**src/rtl/input_controller.sv**
```systemverilog
// Player input front end: synchronises raw active-low keys, debounces each one,
// and arbitrates committed presses into single-cycle command pulses.
module input_controller #(
  parameter int DEBOUNCE_CYCLES = 500000,
  parameter int CNT_W           = $clog2(DEBOUNCE_CYCLES) + 1
) (
  input  logic       clk,
  input  logic       resetN,
  input  logic [3:0] keyN,
  input  logic       inputLock,
  output logic       hitPulse,
  output logic       standPulse,
  output logic       dealPulse,
  output logic       newGamePulse,
  output logic [3:0] keyHeld
);

  typedef enum logic [1:0] {
    RELEASED    = 2'd0,
    PRESS_CHK   = 2'd1,
    PRESSED     = 2'd2,
    RELEASE_CHK = 2'd3
  } key_state_e;

  localparam logic [CNT_W-1:0] CNT_MAX = CNT_W'(DEBOUNCE_CYCLES - 1);
  localparam logic [CNT_W-1:0] CNT_ONE = CNT_W'(1);

  logic [3:0]       s1_q, s2_q;
  logic [3:0]       p;
  key_state_e       state_q [4];
  logic [CNT_W-1:0] cnt_q   [4];
  logic [3:0]       held_q;
  logic [3:0]       commit;
  logic [3:0]       accept;
  logic [3:0]       pending_q, pending_d;
  logic [3:0]       pulse_q, pulse_d;

  // Two-flop synchroniser; idle level (released) is 1.
  always_ff @(posedge clk) begin
    if (!resetN) begin
      s1_q <= '1;
      s2_q <= '1;
    end else begin
      s1_q <= keyN;
      s2_q <= s1_q;
    end
  end

  assign p = ~s2_q;

  // Four independent debounce FSMs sharing one block.
  always_ff @(posedge clk) begin
    if (!resetN) begin
      for (int i = 0; i < 4; i++) begin
        state_q[i] <= RELEASED;
        cnt_q[i]   <= '0;
      end
      held_q <= '0;
    end else begin
      for (int i = 0; i < 4; i++) begin
        case (state_q[i])
          RELEASED: begin
            if (p[i]) begin
              state_q[i] <= PRESS_CHK;
              cnt_q[i]   <= CNT_ONE;
            end
          end
          PRESS_CHK: begin
            if (!p[i]) begin
              state_q[i] <= RELEASED;
              cnt_q[i]   <= '0;
            end else if (cnt_q[i] == CNT_MAX) begin
              state_q[i] <= PRESSED;
              cnt_q[i]   <= '0;
              held_q[i]  <= 1'b1;
            end else begin
              cnt_q[i] <= cnt_q[i] + CNT_ONE;
            end
          end
          PRESSED: begin
            if (!p[i]) begin
              state_q[i] <= RELEASE_CHK;
              cnt_q[i]   <= CNT_ONE;
            end
          end
          RELEASE_CHK: begin
            if (p[i]) begin
              state_q[i] <= PRESSED;
              cnt_q[i]   <= '0;
            end else if (cnt_q[i] == CNT_MAX) begin
              state_q[i] <= RELEASED;
              cnt_q[i]   <= '0;
              held_q[i]  <= 1'b0;
            end else begin
              cnt_q[i] <= cnt_q[i] + CNT_ONE;
            end
          end
          default: begin
            state_q[i] <= RELEASED;
            cnt_q[i]   <= '0;
          end
        endcase
      end
    end
  end

  always_comb begin
    commit = '0;
    for (int i = 0; i < 4; i++) begin
      commit[i] = (state_q[i] == PRESS_CHK) && p[i] && (cnt_q[i] == CNT_MAX);
    end
  end

  // Lock gates gameplay keys only; newGame always gets through.
  assign accept = commit & {1'b1, {3{~inputLock}}};

  // Fixed-priority arbiter over registered pending bits; new commits land after the clear.
  always_comb begin
    pulse_d   = '0;
    pending_d = pending_q;
    if (pending_q[3]) begin
      pulse_d   = 4'b1000;
      pending_d = '0;
    end else if (pending_q[2]) begin
      pulse_d      = 4'b0100;
      pending_d[2] = 1'b0;
    end else if (pending_q[1]) begin
      pulse_d      = 4'b0010;
      pending_d[1] = 1'b0;
    end else if (pending_q[0]) begin
      pulse_d      = 4'b0001;
      pending_d[0] = 1'b0;
    end
    pending_d = pending_d | accept;
  end

  always_ff @(posedge clk) begin
    if (!resetN) begin
      pending_q <= '0;
      pulse_q   <= '0;
    end else begin
      pending_q <= pending_d;
      pulse_q   <= pulse_d;
    end
  end

  assign hitPulse     = pulse_q[0];
  assign standPulse   = pulse_q[1];
  assign dealPulse    = pulse_q[2];
  assign newGamePulse = pulse_q[3];
  assign keyHeld      = held_q;

endmodule

```
**config.mk**
```make
export PLATFORM = sky130hd
export DESIGN_NAME = input_controller
export DESIGN_NICKNAME = d
export VERILOG_FILES = /design/src/rtl/input_controller.sv
export SDC_FILE = /design/constraint.sdc
export NUM_CORES = 1
export LEC_CHECK = 0
export CAP_MARGIN = 10
export CORE_AREA = 5 5 113 115
export DETAILED_ROUTE_END_ITERATION = 10
export DIE_AREA = 0 0 118 120
export GPL_TIMING_DRIVEN = 0
export PLACE_DENSITY = 0.66
export SLEW_MARGIN = 0
export SYNTH_ARGS = -nofsm -noshare
export SYNTH_HDL_FRONTEND = slang
export SYNTH_SLANG_ARGS = --single-unit
```
**constraint.sdc**
```tcl
create_clock -name clk -period 3.4 [get_ports clk]
set_clock_uncertainty 0.2 [all_clocks]
set_input_delay 0.34 -clock clk [delete_from_list [all_inputs] [get_ports clk]]
set_output_delay 0.34 -clock clk [all_outputs]
set_load 0.05 [all_outputs]
```
### Word-level counts from Yosys, hierarchy flattened

Memories as Yosys holds them, arrays and structs flattened.
Index checks and enable logic that the tools add are counted.
Widths: inputs -> output; s select.

* output and inout port bits: 8
* memories kept: 2
* bits in writable memories: 88
* bits in registers: 20
* bits of input ports: 7

Memories
* cnt_q: words 4, width 20, read ports 4, clocked after Yosys merged registers in 0, wr ports 4, RTL line 31 `logic [CNT_W-1:0] cnt_q [4];`
* state_q: words 4, width 2, read ports 4, clocked after Yosys merged registers in 0, wr ports 4, RTL line 30 `key_state_e state_q [4];`

* bitwise gates (word level): 61
* reductions and logical operators: 23
* equal/unequal tests: 32
* muxes and demuxes: 212
* $add $sub $neg: 4

Operators by type and width (number)
* $mux 20: 32
* $mux 1: 147
* $add 20x1->20 const B: 4
* $eq 20x19->1 const B: 4
* $or 1x1->1: 56
* $mux 2: 27
* $ne 2x2->1 const B: 15
* $reduce_and 5->1: 4
* $eq 2x2->1 const B: 8
* $eq 2x1->1 const B: 4
* $logic_and 1x1->1: 8
* $logic_not 2->1: 4
* $pmux 1 s2: 4
* $reduce_bool 2->1: 4
* $and 4x4->4: 1
* $mux 4: 1
* $not 4->4: 1
* $or 3x4->4: 1
* $reduce_or 4->1: 1
* $mux 3: 1
* $reduce_or 3->1: 1
* $ne 2x1->1 const B: 1
* $not 1->1: 2
* $reduce_or 2->1: 1

### Logic depth before layout (Yosys ltp)

Gate-level depths: netlist of run 1.

* word-level depth: 13
* depth in mapped cells: 7
* mapped depth without buffers: 5

### Worst setup path after synthesis of run 1

No wires, ideal clock.

* kind: reg-to-reg
* start: mem cnt_q[2][0] (netlist bit)
* end: mem cnt_q[2][10] (netlist bit), data pin
* data arrival time: 1736 ps
* clock period less this slack: 2193 ps
* library setup time: 257 ps
* stages on the path, launching flop included: 7
* setup slack: 1207 ps
* path buffers: 1
* cell sequence: edfxtp_1 > ha_1 > and4_2 > nand4bb_1 > o21ai_1 > buf_2 > nor2_1

RTL lines (RTL line)
* start, declared: 31

==> results of run 1 <==
==> area by class of cell <==
cell class                 count  share of cell area (%)
clock buffer                  13                    4.28
multi-input combinational    406                    39.3
buffer                        25                    1.64
sequential                   108                    47.9
tap                          147                    2.90
timing repair buffer          14                    2.21
clock inverter                 2                   0.532
inverter                      20                    1.18
==> power by group <==
group          internal (mW)  total (mW)  switching (mW)
clock                  0.631        1.09           0.455
sequential              1.95        2.38           0.431
combinational          0.357       0.902           0.545
==> Yosys cell counts (3+ instances only) <==
library cell	instances	area share (%)
buf_2	7	0.61
dfxtp_1	20	7.0
xor2_1	21	3.2
or4_1	16	2.1
nor4_1	14	1.5
nor3_1	9	0.79
nand4_1	17	1.9
edfxtp_1	88	46
or3_1	21	2.3
inv_1	20	1.3
xnor2_1	36	5.5
clkbuf_1	16	1.1
and4_1	7	1.1
nand2b_1	8	0.88
nand2_1	34	2.2
nand4b_1	3	0.46
nand3_1	31	2.7
nor4b_1	10	1.5
a21oi_1	36	3.2
nor2_1	70	4.6
a21o_1	4	0.53
o31ai_1	14	1.8
ha_1	4	0.88
and2_1	5	0.55
o21ai_0	12	1.1
and3_1	9	0.98
==> registers in the layout (all words and copies together), names as in the netlist <==
signal / flops
cnt_q: 80
state_q: 8
keyHeld: 4
pending_q: 4
pulse_q: 4
s1_q: 4
s2_q: 4
==> cells by family (layout without fill, tap and decap cells) <==
| group | after synthesis | after routing | share of synthesized area [%] |
|---|---|---|---|
| compound gates | 81 | 81 | 8.65 |
| xor+xnor | 57 | 57 | 8.73 |
| fa+ha+maj | 4 | 4 | 0.876 |
| flops | 108 | 108 | 53.2 |
| buf+inv | 45 | 74 | 3.13 |
| simple gates | 264 | 264 | 25.4 |
==> final timing paths <==
kind                             startpoint           end  slack [ps]  cells past startpoint
worst max-delay path                 resetN  cnt_q[3][13]         350                      4
worst min-delay path                s1_q[3]       s2_q[3]         210                      1
worst max register to register  cnt_q[1][0]   cnt_q[1][7]         760                      7
worst min register to register      s1_q[3]       s2_q[3]         210                      1
==> per-layer routing <==
layer  global-route usage [%]  share of wire, %  up-vias
met3                     2.45               2.2       16
met2                     26.3                48       49
li1                         -                 -     2130
met5                        0                 0        -
met1                     21.1                48     2048
met4                     6.74               2.0        0
==> worst max-delay path, cell delays in order <==
cell and delay, ps:
clkdlybuf4s50_1 670, clkbuf_1 440, clkbuf_1 430, nand3_1 790
==> load_flow_metrics.sql, run 1 <==
INSERT INTO impl_metrics (metric_group, metric, value, unit) VALUES
('grt', 'grt_max_degree', '22', ''),
('power', 'ir_worst_vdd', '0.388', 'mV'),
('clock_tree', 'worstSkewPairLatency', '350', 'ps'),
('clock_tree', 'clockRootBuffer', 'clkbuf_16', ''),
('grt', 'initial_antenna_violation_count', '0', ''),
('grt', 'grt_pass1_wl', '18900', 'um'),
('power', 'finalPower', '4.37', 'mW'),
('synthesis', 'synth_fp_nets', '570', ''),
('clock_tree', 'postCtsSetupRepairBufs', '0', ''),
('routing', 'first_pass_iters', '5', ''),
('critical_path', 'critPathLaunchType', 'input port', ''),
('layout', 'mostFrequentLayoutCell', 'edfxtp_1', ''),
('placement', 'detailed_place_hpwl', '7610', 'um'),
('clock_tree', 'cts_hold_buf', '0', ''),
('placement', 'place_congestion', '0.831', ''),
('routing', 'remaining_drc_errors', '0', ''),
('synthesis', 'post_synth_inst_count', '559', ''),
('layout', 'finalNetCount', '595', ''),
('die', 'chipHeight', '120', 'um'),
('clock_tree', 'clock_sinks', '108', ''),
('layout', 'antennaDiodeCount', '0', ''),
('die', 'io_pins', '15', ''),
('synthesis', 'synth.yosys.seq_area_share', '53.2', '%'),
('die', 'core_area', '11700', 'um^2'),
('critical_path', 'worstSetupPathType', 'input port to register', ''),
('grt', 'grt_pass1_vias', '4134', ''),
('timing', 'fmax', '328', 'MHz'),
('critical_path', 'cp-end-kind', 'register', ''),
('synthesis', 'syn-cell-area', '5720', 'um^2'),
('synthesis', 'count_of_flip_flops_with_a_built_in_enable_after_synthesis', '88', ''),
('routing', 'drt-initial-drc-count', '232', ''),
('critical_path', 'worst-endpoint-required', '3030', 'ps'),
('synthesis', 'avgSynthCellArea', '10.2', 'um^2'),
('status', 'run_status', 'finished clean', ''),
('power', 'leakage', '2.01', 'nW'),
('synthesis', 'netlist_cell_types', '48', ''),
('routing', 'routed_wire_length_per_instance', '15.1', 'um'),
('timing', 'timing.final.max_slew_violations', '0', ''),
('placement', 'io_buffers', '14', ''),
('layout', 'finish.utilization', '54.2', '%'),
('timing', 'min_hold_slack', '213', 'ps'),
('placement', 'place_worst_setup_slack', '-106', 'ps'),
('synthesis', 'yosysWarnings', '0', ''),
('layout', 'final_cell_count_no_fill', '735', ''),
('placement', 'number_of_placed_instances_taps_included', '720', ''),
('routing', 'total_via_count_after_detailed_routing', '4243', ''),
('synthesis', 'dominantRegCellSynth', 'edfxtp_1', ''),
('timing', 'setup_tns', '0', 'ps'),
('clock_tree', 'clock_tree.htree_level_count', '3', ''),
('routing', 'via_density_per_instance', '5.77', ''),
('timing', 'post-route-min-period', '3050', 'ps'),
('timing', 'max-slew-margin-rel', '36.1', '%'),
('clock_tree', 'cts.repair.resized', '0', ''),
('timing', 'worst-slew-pin-transition', '955', 'ps'),
('layout', 'post_route_cells_drive_above_1_share', '4.59', '%'),
('clock_tree', 'cts_tree', 'done', ''),
('hold_path', 'hold_path.class', 'register to register', ''),
('timing', 'period_utilization', '89.8', '%'),
('timing', 'setup_violations', '0', ''),
('critical_path', 'path_max_fanout', '20', ''),
('die', 'starting_density_of_the_core', '48.8', '%'),
('critical_path', 'cp.arrival', '2680', 'ps'),
('routing', 'detail_route_antenna_nets', '0', ''),
('die', 'die_width', '118', 'um'),
('die', 'design.die.area', '14200', 'um^2'),
('clock_tree', 'cts.reportedPaths.clkPinSlew', '70', 'ps'),
('routing', 'totalWireLength', '11100', 'um'),
('placement', 'placed_area', '6040', 'um^2'),
('timing', 'rsz_0062_raised_after_global_routing', 'no', ''),
('layout', 'syn2layout_area_growth', '11.0', '%'),
('timing', 'hold_viol', '0', ''),
('clock_tree', 'cts.path.max_buffers', '2', ''),
('power', 'cell_pwr_density', '688', 'nW/um^2'),
('timing', 'postLayoutSetupSlackWorst', '347', 'ps'),
('grt', 'globalRouteTotalUtil', '16.0', '%'),
('die', 'core.rowCount', '40', ''),
('synthesis', 'ys_ff_latch', '108', ''),
('layout', 'seq_area', '3040', 'um^2'),
('grt', 'grt_overflow', '0', ''),
('layout', 'finish.instance_area', '6350', 'um^2'),
('clock_tree', 'cts_made_buffers', '9', ''),
('flow_run', 'timing.max_cap.violations', '0', ''),
('synthesis', 'synth_async_sr_flop_share', '0', '%'),
('layout', 'fillers', '1069', ''),
('layout', 'final_cell_mix', '88 x edfxtp_1, 70 x nor2_1, 36 x xnor2_1, 36 x a21oi_1, 34 x nand2_1', ''),
('layout', 'multiInputGateArea', '2490', 'um^2');
No activity file was read; power rests on OpenSTA's default activity.
==> run 2: changes to the inputs <==
--- a/config.mk
+++ b/config.mk
@@ -5,12 +5,13 @@
 export SDC_FILE = /design/constraint.sdc
 export NUM_CORES = 1
 export LEC_CHECK = 0
+export ABC_CLOCK_PERIOD_IN_PS = 3400
 export CAP_MARGIN = 10
-export CORE_AREA = 5 5 113 115
+export CORE_AREA = 5 5 128 130
 export DETAILED_ROUTE_END_ITERATION = 10
-export DIE_AREA = 0 0 118 120
+export DIE_AREA = 0 0 133 135
 export GPL_TIMING_DRIVEN = 0
-export PLACE_DENSITY = 0.66
+export REMOVE_ABC_BUFFERS = 1
 export SLEW_MARGIN = 0
 export SYNTH_ARGS = -nofsm -noshare
 export SYNTH_HDL_FRONTEND = slang
==> run 2 against run 1 <==
Wire length is 1.9% lower. First-iteration DRC count stayed put. Power is 3.1% lower. Count of clock-buffer cells in the layout is 4 lower. Non-clock buffer count is 24 lower. Clock power is 10% lower. Final area is 1.1% lower. Worst hold slack worse by 3.1 ps. Sequential share of layout area is 0.54 points higher. Global-route usage is 3.7 points lower.
==> load_flow_metrics.sql, run 2 (same netlist as run 1, synthesis figures left out) <==
INSERT INTO impl_metrics (metric_group, metric, value, unit) VALUES
('clock_tree', 'cts_tree', 'done', ''),
('die', 'core_area', '15000', 'um^2'),
('layout', 'multiInputGateArea', '2500', 'um^2'),
('placement', 'io_buffers', '14', ''),
('timing', 'setup_tns', '0', 'ps'),
('layout', 'syn2layout_area_growth', '9.78', '%'),
('routing', 'total_via_count_after_detailed_routing', '4096', ''),
('layout', 'largestRegisters', 'cnt_q: 80 flops, state_q: 8 flops', ''),
('placement', 'number_of_placed_instances_taps_included', '737', ''),
('timing', 'post-route-min-period', '2810', 'ps'),
('clock_tree', 'clockRootBuffer', 'clkbuf_16', ''),
('routing', 'via_density_per_instance', '5.44', ''),
('clock_tree', 'cts_made_buffers', '9', ''),
('critical_path', 'cp.arrival', '2720', 'ps'),
('critical_path', 'worstSetupPathType', 'input port to register', ''),
('clock_tree', 'worstSkewPairLatency', '350', 'ps'),
('placement', 'detailed_place_hpwl', '7300', 'um'),
('flow_run', 'timing.max_cap.violations', '0', ''),
('placement', 'place_worst_setup_slack', '-181', 'ps'),
('grt', 'globalRouteTotalUtil', '12.3', '%'),
('clock_tree', 'cts.reportedPaths.clkPinSlew', '70', 'ps'),
('hold_path', 'hold_path.class', 'register to register', ''),
('routing', 'detail_route_antenna_nets', '0', ''),
('timing', 'rsz_0062_raised_after_global_routing', 'no', ''),
('die', 'core.rowCount', '45', ''),
('clock_tree', 'cts_hold_buf', '0', ''),
('layout', 'finalNetCount', '571', ''),
('placement', 'placed_area', '6010', 'um^2'),
('critical_path', 'path_max_fanout', '25', ''),
('grt', 'initial_antenna_violation_count', '0', ''),
('die', 'io_pins', '15', ''),
('timing', 'worst-slew-pin-transition', '964', 'ps'),
('routing', 'first_pass_iters', '4', ''),
('timing', 'setup_violations', '0', ''),
('die', 'die_width', '133', 'um'),
('power', 'ir_worst_vdd', '0.289', 'mV'),
('die', 'design.die.area', '18000', 'um^2'),
('routing', 'totalWireLength', '10900', 'um'),
('layout', 'final_cell_count_no_fill', '753', ''),
('grt', 'grt_pass1_vias', '3878', ''),
('timing', 'postLayoutSetupSlackWorst', '588', 'ps'),
('layout', 'fillers', '1418', ''),
('layout', 'mostFrequentLayoutCell', 'edfxtp_1', ''),
('timing', 'fmax', '356', 'MHz'),
('critical_path', 'critPathLaunchType', 'input port', ''),
('clock_tree', 'clock_tree.htree_level_count', '3', ''),
('grt', 'grt_overflow', '0', ''),
('grt', 'grt_pass1_wl', '18200', 'um'),
('die', 'chipHeight', '135', 'um'),
('routing', 'remaining_drc_errors', '0', ''),
('power', 'cell_pwr_density', '674', 'nW/um^2'),
('layout', 'antennaDiodeCount', '0', ''),
('critical_path', 'cp-end-kind', 'register', ''),
('die', 'starting_density_of_the_core', '38.0', '%'),
('routing', 'drt-initial-drc-count', '232', ''),
('layout', 'final_cell_mix', '88 x edfxtp_1, 70 x nor2_1, 36 x xnor2_1, 36 x a21oi_1, 34 x nand2_1', ''),
('layout', 'post_route_cells_drive_above_1_share', '4.07', '%'),
('timing', 'timing.final.max_slew_violations', '0', ''),
('status', 'run_status', 'finished clean', ''),
('layout', 'max_flop_register', 'cnt_q', ''),
('timing', 'period_utilization', '82.7', '%'),
('layout', 'largest_register_ffs', '80', ''),
('placement', 'place_congestion', '0.769', ''),
('clock_tree', 'clock_sinks', '108', ''),
('timing', 'min_hold_slack', '210', 'ps'),
('routing', 'routed_wire_length_per_instance', '14.4', 'um'),
('timing', 'hold_viol', '0', ''),
('clock_tree', 'cts.path.max_buffers', '2', ''),
('grt', 'grt_max_degree', '26', ''),
('layout', 'seq_area', '3040', 'um^2'),
('critical_path', 'worst-endpoint-required', '3310', 'ps'),
('power', 'leakage', '1.96', 'nW'),
('timing', 'max-slew-margin-rel', '35.6', '%'),
('layout', 'finish.instance_area', '6280', 'um^2');
[run 2: area by class of cell]
cell class	instances	area share [%]
Clock inverter	7	0.678
Clock buffer	9	3.59
Inverter	20	1.20
Sequential cell	108	48.5
Multi-Input combinational cell	406	39.9
Tap cell	188	3.75
Timing Repair Buffer	15	2.45
[run 2: repair_timing]
action                     CTS  global route
setup buffers                0             0
setup endpoints to repair    0             4
gates resized for setup      0             1
[run 2: worst paths after layout]
path	start	cells past startpoint	endpoint	slack (ps)
worst max register to register	cnt_q[0][0]	5	state_q[0][0]	670
worst min-delay path	s1_q[2]	1	s2_q[2]	210
worst min register to register	s1_q[2]	1	s2_q[2]	210
worst max-delay path	resetN	4	state_q[0][0]	590
[run 2: critical path, stage by stage]
cell and delay, ps:
dlymetal6s2s_1 710, inv_1 460, or3_1 860, and2_1 330
[run 2: metal layers]
| metal | global-route usage [%] | share of wire (%) | vias up |
|---|---|---|---|
| met5 | 0 | 0 | - |
| met4 | 5.77 | 1.9 | 0 |
| met3 | 2.05 | 2.7 | 12 |
| met2 | 19.2 | 45 | 60 |
| met1 | 16.6 | 51 | 1939 |
| li1 | - | - | 2085 |
[run 2: report_power, final]
group          switching [mW]  internal [mW]
Combinational           0.472          0.339
Clock                   0.483          0.494
Sequential              0.494           1.95
Total                    1.45           2.78
[run 2: stage by stage]
| step | utilization (%) | power [mW] |
|---|---|---|
| final | 41.7 | 4.23 |
| after detailed placement | 40.0 | 3.28 |
| after floorplan | - | 2.98 |
| after CTS | 41.7 | 4.28 |
| after global placement | 39.8 | 3.23 |
| after global routing | 41.7 | 4.51 |
